File: src/rtl/herm_extract_stream.sv
// Purpose: keeps FFT bins [FIRST_SC, FIRST_SC+ACTIVE_SC-1] of every symbol, discards DC/unused/mirror bins, and tags the last kept bin of each frame.
// Latency: a kept bin accepted into an empty FIFO is presented on m_valid/m_data one cycle later; frame_done pulses the cycle after the frame's last input bin.
// Backpressure: s_ready drops when the output FIFO holds FIFO_DEPTH words, for every bin. Optional macro HERM_MIRROR_CHECK_EN adds the herm_err Hermitian mirror check.
module herm_extract_stream #(
    parameter int DATA_W     = 16,
    parameter int FFT_N      = 64,
    parameter int FIRST_SC   = 1,
    parameter int ACTIVE_SC  = 28,
    parameter int SYM_NUM    = 8,
    parameter int FIFO_DEPTH = 256
) (
    input  logic                            clk,
    input  logic                            rst_n,
    input  logic                            tx_done,
    input  logic [DATA_W-1:0]               s_data,
    input  logic                            s_valid,
    output logic                            s_ready,
    output logic [DATA_W-1:0]               m_data,
    output logic                            m_valid,
    input  logic                            m_ready,
    output logic                            m_last,
    output logic                            frame_done,
    output logic [$clog2(FIFO_DEPTH):0]     fifo_level
`ifdef HERM_MIRROR_CHECK_EN
    ,
    output logic                            herm_err
`endif
);

    localparam int BIN_W = (FFT_N > 1) ? $clog2(FFT_N) : 1;
    localparam int SYM_W = (SYM_NUM > 1) ? $clog2(SYM_NUM) : 1;
    localparam int PTR_W = $clog2(FIFO_DEPTH);
    localparam int LVL_W = PTR_W + 1;

    localparam logic [BIN_W-1:0] BIN_MAX  = BIN_W'(FFT_N - 1);
    localparam logic [BIN_W-1:0] KEEP_LO  = BIN_W'(FIRST_SC);
    localparam logic [BIN_W-1:0] KEEP_HI  = BIN_W'(FIRST_SC + ACTIVE_SC - 1);
    localparam logic [SYM_W-1:0] SYM_MAX  = SYM_W'(SYM_NUM - 1);
    localparam logic [LVL_W-1:0] LVL_FULL = LVL_W'(FIFO_DEPTH);

    // Kept band must sit strictly inside the lower half so its mirror never overlaps it.
    if (FIRST_SC < 1 || FIRST_SC + ACTIVE_SC > FFT_N / 2) begin : g_bad_params
        $fatal(1, "herm_extract_stream: kept band must satisfy FIRST_SC>=1 and FIRST_SC+ACTIVE_SC<=FFT_N/2");
    end

    logic [BIN_W-1:0] bin_cnt;
    logic [SYM_W-1:0] sym_cnt;
    logic [PTR_W-1:0] wr_ptr;
    logic [PTR_W-1:0] rd_ptr;
    logic [DATA_W:0]  fifo_mem [0:FIFO_DEPTH-1];
    logic [DATA_W:0]  rd_word;
    logic [LVL_W-1:0] level_nxt;

    logic in_fire;
    logic out_fire;
    logic keep_bin;
    logic bin_last;
    logic sym_last;
    logic last_tag;
    logic push;
    logic pop;

    assign in_fire  = s_valid & s_ready;
    assign out_fire = m_valid & m_ready;
    assign keep_bin = (bin_cnt >= KEEP_LO) && (bin_cnt <= KEEP_HI);
    assign bin_last = (bin_cnt == BIN_MAX);
    assign sym_last = (sym_cnt == SYM_MAX);
    assign last_tag = sym_last && (bin_cnt == KEEP_HI);

    // A flush cancels both the push and the pop of its own cycle.
    assign push = in_fire & keep_bin & ~tx_done;
    assign pop  = out_fire & ~tx_done;

    assign level_nxt = fifo_level + LVL_W'(push) - LVL_W'(pop);

    // Output side reads the head word directly; outputs are zeroed while nothing is queued.
    assign rd_word = fifo_mem[rd_ptr];
    assign m_valid = (fifo_level != '0);
    assign m_data  = m_valid ? rd_word[DATA_W-1:0] : '0;
    assign m_last  = m_valid & rd_word[DATA_W];

    // Storage array: no reset, only written on a kept-bin push.
    always_ff @(posedge clk) begin
        if (push) begin
            fifo_mem[wr_ptr] <= {last_tag, s_data};
        end
    end

    // Bin/symbol position, FIFO pointers, occupancy, registered s_ready and frame_done.
    always_ff @(posedge clk or negedge rst_n) begin
        if (!rst_n) begin
            bin_cnt    <= '0;
            sym_cnt    <= '0;
            wr_ptr     <= '0;
            rd_ptr     <= '0;
            fifo_level <= '0;
            s_ready    <= 1'b0;
            frame_done <= 1'b0;
        end else if (tx_done) begin
            bin_cnt    <= '0;
            sym_cnt    <= '0;
            wr_ptr     <= '0;
            rd_ptr     <= '0;
            fifo_level <= '0;
            s_ready    <= 1'b1;
            frame_done <= 1'b0;
        end else begin
            frame_done <= in_fire & bin_last & sym_last;
            if (in_fire) begin
                if (bin_last) begin
                    bin_cnt <= '0;
                    sym_cnt <= sym_last ? '0 : sym_cnt + 1'b1;
                end else begin
                    bin_cnt <= bin_cnt + 1'b1;
                end
            end
            if (push) begin
                wr_ptr <= wr_ptr + 1'b1;
            end
            if (pop) begin
                rd_ptr <= rd_ptr + 1'b1;
            end
            fifo_level <= level_nxt;
            // Derived from the next occupancy so a pop from full raises s_ready one cycle later.
            s_ready    <= (level_nxt != LVL_FULL);
        end
    end

`ifdef HERM_MIRROR_CHECK_EN
    localparam int HALF_W = DATA_W / 2;
    localparam logic [BIN_W-1:0] MIR_LO = BIN_W'(FFT_N - FIRST_SC - ACTIVE_SC + 1);
    localparam logic [BIN_W-1:0] MIR_HI = BIN_W'(FFT_N - FIRST_SC);

    logic [DATA_W-1:0] mir_mem [0:FFT_N-1];
    logic [DATA_W-1:0] mir_ref;
    logic [BIN_W-1:0]  mir_idx;
    logic              is_mirror;
    logic              mir_bad;

    // Mirror of bin b is FFT_N-b, which is just -b in BIN_W-bit arithmetic.
    assign mir_idx   = -bin_cnt;
    assign mir_ref   = mir_mem[mir_idx];
    assign is_mirror = (bin_cnt >= MIR_LO) && (bin_cnt <= MIR_HI);
    assign mir_bad   = (s_data[DATA_W-1:HALF_W] != mir_ref[DATA_W-1:HALF_W]) ||
                       (s_data[HALF_W-1:0] != HALF_W'(-mir_ref[HALF_W-1:0]));

    // Remember kept bins of the current symbol for comparison with their mirrors.
    always_ff @(posedge clk) begin
        if (in_fire && keep_bin) begin
            mir_mem[bin_cnt] <= s_data;
        end
    end

    // Sticky error flag, cleared only by reset or flush.
    always_ff @(posedge clk or negedge rst_n) begin
        if (!rst_n) begin
            herm_err <= 1'b0;
        end else if (tx_done) begin
            herm_err <= 1'b0;
        end else if (in_fire && is_mirror && mir_bad) begin
            herm_err <= 1'b1;
        end
    end
`endif

endmodule
File: config.mk
export PLATFORM = sky130hd
export DESIGN_NAME = herm_extract_stream
export DESIGN_NICKNAME = d
export VERILOG_FILES = /design/src/rtl/herm_extract_stream.sv
export SDC_FILE = /design/constraint.sdc
export NUM_CORES = 2
export LEC_CHECK = 0
export BUFFER_PORTS_ARGS = -buffer_cell sky130_fd_sc_hd__clkbuf_2
export CORE_UTILIZATION = 26
export DETAILED_ROUTE_END_ITERATION = 10
export PLACE_DENSITY = 0.36
export SETUP_SLACK_MARGIN = 0.02
export SYNTH_ARGS = -nofsm -noshare
export SYNTH_HDL_FRONTEND = slang
export SYNTH_MEMORY_MAX_BITS = 65536
export SYNTH_SLANG_ARGS = --single-unit
File: constraint.sdc
create_clock -name clk -period 31.1 [get_ports clk]
set_input_delay 1.555 -clock clk [delete_from_list [all_inputs] [get_ports clk]]
set_output_delay 1.555 -clock clk [all_outputs]
set_load 0.05 [all_outputs]
==> reports/metrics.csv <==
stage,metric,value,unit
outcome,outcome,"finished, final reports clean",
synthesis,ys flop type,edfxtp_1,
timing,Final Skew,0.0477,ns
timing,Slew HR,7.43,%
critical_path,critical path's most frequent cell,buf_4,
timing,RSZ-0062 raised after global routing,no,
power,combinational power share,12.4,%
placement,Port Buffers,49,
synthesis,"EDFF count, synth",4352,
critical_path,crit-path leading delay family,buffers and inverters,
synthesis,"Async S/R FF share, synth",0.820,%
power,sequential power share,46.1,%
placement,Final Wtd Congestion,0.721,
global_routing,vias in the first global route,85200,
routing,DRT Wirelength,535000,um
cts,CTS H-tree depth,6,
timing,worst hold slack,0.528,ns
placement,placed cells,16000,
synthesis,Syn Area/Cell,22.4,um2
cts,clock sinks,4388,
global_routing,overflow left after global routing,0,
timing,Slew @ Worst Pin,1.39,ns
synthesis,synth warn,0,
power,switch share,24.8,%
die,die height,806,um
critical_path,worst flop-to-flop path startpoint,bin_cnt[0],
placement,HPWL after detailed placement,305000,um
routing,drt first-iter violations,7497,
cts,Clock Pin Slew Worst Setup and Hold Paths,0.06,ns
routing,vias,80300,
finish,Area Growth Syn to Fin,17.3,%
power,Internal,10.6,mW
critical_path,kind of critical path,flop to primary output,
routing,DR WL/cell,31.5,um
cts,CTS root buffer,clkbuf_16,
power,Psw,3.51,mW
die,CORE AREA,642000,um2
timing,Final Hold Vio Count,0,
synthesis,"Seq/Total Area, Yosys",78.3,%
critical_path,Startpoint Class,flop,
min_path,Worst Hold Depth,2,
min_path,Min-Delay Path Class,flop to flop,
cts,CTS tree,done,
die,Die ar.,649000,um2
critical_path,r2r endpoint,fifo_mem[52][7],
routing,Vias/cell,4.73,
finish,Final #Nets,8035,
die,# IOs,50,
global_routing,largest net degree at the start of global routing,133,
power,VDD IR max,60.3,uV
finish,"non-filler cells, final",17000,
critical_path,crit end category,primary output,
finish,Register Area,132000,um2
timing,Setup-failing EPs final,0,
routing,Residual DRC,0,
synthesis,synthesized area,168000,um2
cts,Clock Path Buffers,4,
critical_path,CP max FO,47,
cts,CTS Buf Count,524,
cts,post-CTS resize count,0,
synthesis,synthesized instance count,7507,
timing,crit share post-route,37.1,%
routing,DRT Pass-1 Iters,7,
min_path,Hold Path Origin,sym_cnt[1],
timing,max frequency,86.6,MHz
cts,CTS Hold Bufs,0,
global_routing,gr usage total,16.1,%
cts,Worst-Skew Late Latency,1.03,ns
power,Static Leak,59.2,nW
critical_path,Worst EP required,29.55,ns
critical_path,Worst path max stage delay,0.88,ns
power,Overall Power,14.2,mW
timing,Final Max Tran Viols,0,
power,clock power share,41.5,%
finish,fillcell total,61900,
die,Initial Utilization,26.2,%
min_path,Hold Path End,sym_cnt[1],
synthesis,syn nets,7552,
power,Power Density,71.8,nW/um2
critical_path,R2R depth,11,
synthesis,Synth cell types,55,
timing,final setup TNS,0,ns
timing,Tmin final,11.55,ns
die,die width,806,um
critical_path,arrival time worst endpoint,9.99,ns
critical_path,"setup slack, reg-to-reg",25.80,ns
finish,share of post-route cells with drive strength above 1,28.4,%
global_routing,initial antenna violation count,54,
critical_path,slowest CP cell,buf_4,
routing,antenna-violating nets left,0,
global_routing,first-pass GRT wire length,732000,um
critical_path,worst-path cell chain,"buf_4, buf_4, buf_4, buf_4, buf_4, buf_4, buf_4, mux4_2, a211oi_1, a21oi_1, nand4_1, nand2_1, and3_1, clkbuf_2",
job,Max Cap Viol,0,
die,# rows,294,
finish,multi-input logic area,35200,um2
cts,# Post-CTS Setup Buffers,0,
critical_path,buffers and inverters on the worst path,8,
synthesis,"flops & latches, synth",4388,
Yosys cell counts, types with 18 or more instances:
master    instances  area, um2
buf_6            20        225
a21oi_1         165        826
buf_4            58        435
dfrtp_1          36        901
nand3_1          58        290
a211oi_1         32        240
o22ai_1          33        206
or4_1            18        135
o221ai_1         84        736
buf_2            88        440
edfxtp_1       4352     131000
nand4_1          22        138
buf_1            35        131
and3_1           19        119
a22o_1           48        420
o21ai_0          41        205
clkbuf_1        241        905
nor2_1          316       1190
nand2_1         101        379
mux2i_1         300       3000
mux4_2         1023      23000
a22oi_1         201       1510
ha_1             23        288
power by group through the flow:
stage          combinational (mW)  sequential, mW  clock (mW)
2_1_floorplan                1.17            6.65           0
3_3_place_gp                 1.83            6.64           0
3_5_place_dp                 1.83            6.64           0
4_1_cts                      1.83            6.52        6.04
5_1_grt                      1.89            6.52        6.25
6_report                     1.76            6.52        5.88
cells by family (layout without fill, tap and decap cells):
| group | Yosys count | in the layout | synth area share (%) |
|---|---|---|---|
| flops | 4388 | 4388 | 78.3 |
| mux | 1325 | 1325 | 15.5 |
| compound gates | 697 | 697 | 2.99 |
| simple gates | 589 | 589 | 1.55 |
| buf+inv | 461 | 1340 | 1.34 |
| fa+ha+maj | 24 | 24 | 0.183 |
| xor+xnor | 23 | 23 | 0.120 |
| other cells | 0 | 20 | 0 |
flip-flops by register name, indices dropped and copies added (netlist names):
register    count
frame_done      1
sym_cnt         3
wr_ptr          8
rd_ptr          8
fifo_mem     4352
s_ready         1
fifo_level      9
bin_cnt         6
how the worst max path moves through the flow:
stage,from,to,slack (ns),cells after the start
after floorplan,sym_cnt[0],fifo_mem[0][16],18.74,4
after global placement,rd_ptr[0],m_data[0],20.11,14
after detailed placement,rd_ptr[0],m_data[0],20.09,14
after CTS,rd_ptr[0],m_data[0],18.92,14
after global routing,rd_ptr[0],m_data[0],18.67,14
final,rd_ptr[0],m_data[0],19.55,14
cells in the final DEF (no fill, tap or decap), types with 33 or more instances in the layout:
| cell | Yosys | layout |
|---|---|---|
| buf_4 | 58 | 340 |
| o22ai_1 | 33 | 33 |
| clkinv_1 | 0 | 118 |
| clkbuf_2 | 1 | 33 |
| nand2_1 | 101 | 88 |
| edfxtp_1 | 4352 | 4352 |
| clkinv_2 | 0 | 75 |
| nor2_4 | 0 | 76 |
| mux4_2 | 1023 | 1023 |
| o221ai_1 | 84 | 84 |
| nand3_1 | 58 | 50 |
| a22o_1 | 48 | 48 |
| nor2_2 | 0 | 124 |
| clkbuf_1 | 241 | 110 |
| a22oi_1 | 201 | 201 |
| nor2_1 | 316 | 116 |
| o21ai_0 | 41 | 41 |
| a21oi_1 | 165 | 165 |
| mux2i_1 | 300 | 300 |
| clkbuf_16 | 0 | 541 |
metrics by stage:
stage	setup slack [ns]	cell area, um2	utilization [%]
after global placement	20.11	181000	28.2
final	19.55	197000	30.7
after CTS	18.92	197000	30.7
after global routing	18.67	197000	30.7
after floorplan	18.74	168000	-
after detailed placement	20.09	181000	28.2
metal layers:
metal	vias to the layer above	routed length, um	global-route usage (%)
met4	4	11000	3.26
met1	44600	233000	21.8
li1	33100	-	-
met3	583	26400	2.49
met5	-	26	0
met2	2067	265000	27.6
final cells by class:
cell class	instances	share of cell area [%]
tap	8584	5.45
antenna	20	0.0254
sequential	4388	66.8
inverter	15	0.0286
timing repair buffer	403	1.64
clock buffer	654	7.10
clock inverter	268	1.13
multi-input combinational	2658	17.9
worst register-to-register path, stage by stage, from the launching register on:
cell and delay (ns):
dfrtp_1 0.43, inv_1 0.09, ha_1 0.20, nand2b_1 0.08
nor4_1 0.06, or4_1 0.74, nor2_1 0.81, and2_1 0.38
nand2_2 0.42, buf_4 0.50, nor2_1 0.85, buf_4 0.38
No activity file was read; power rests on OpenSTA's default activity.
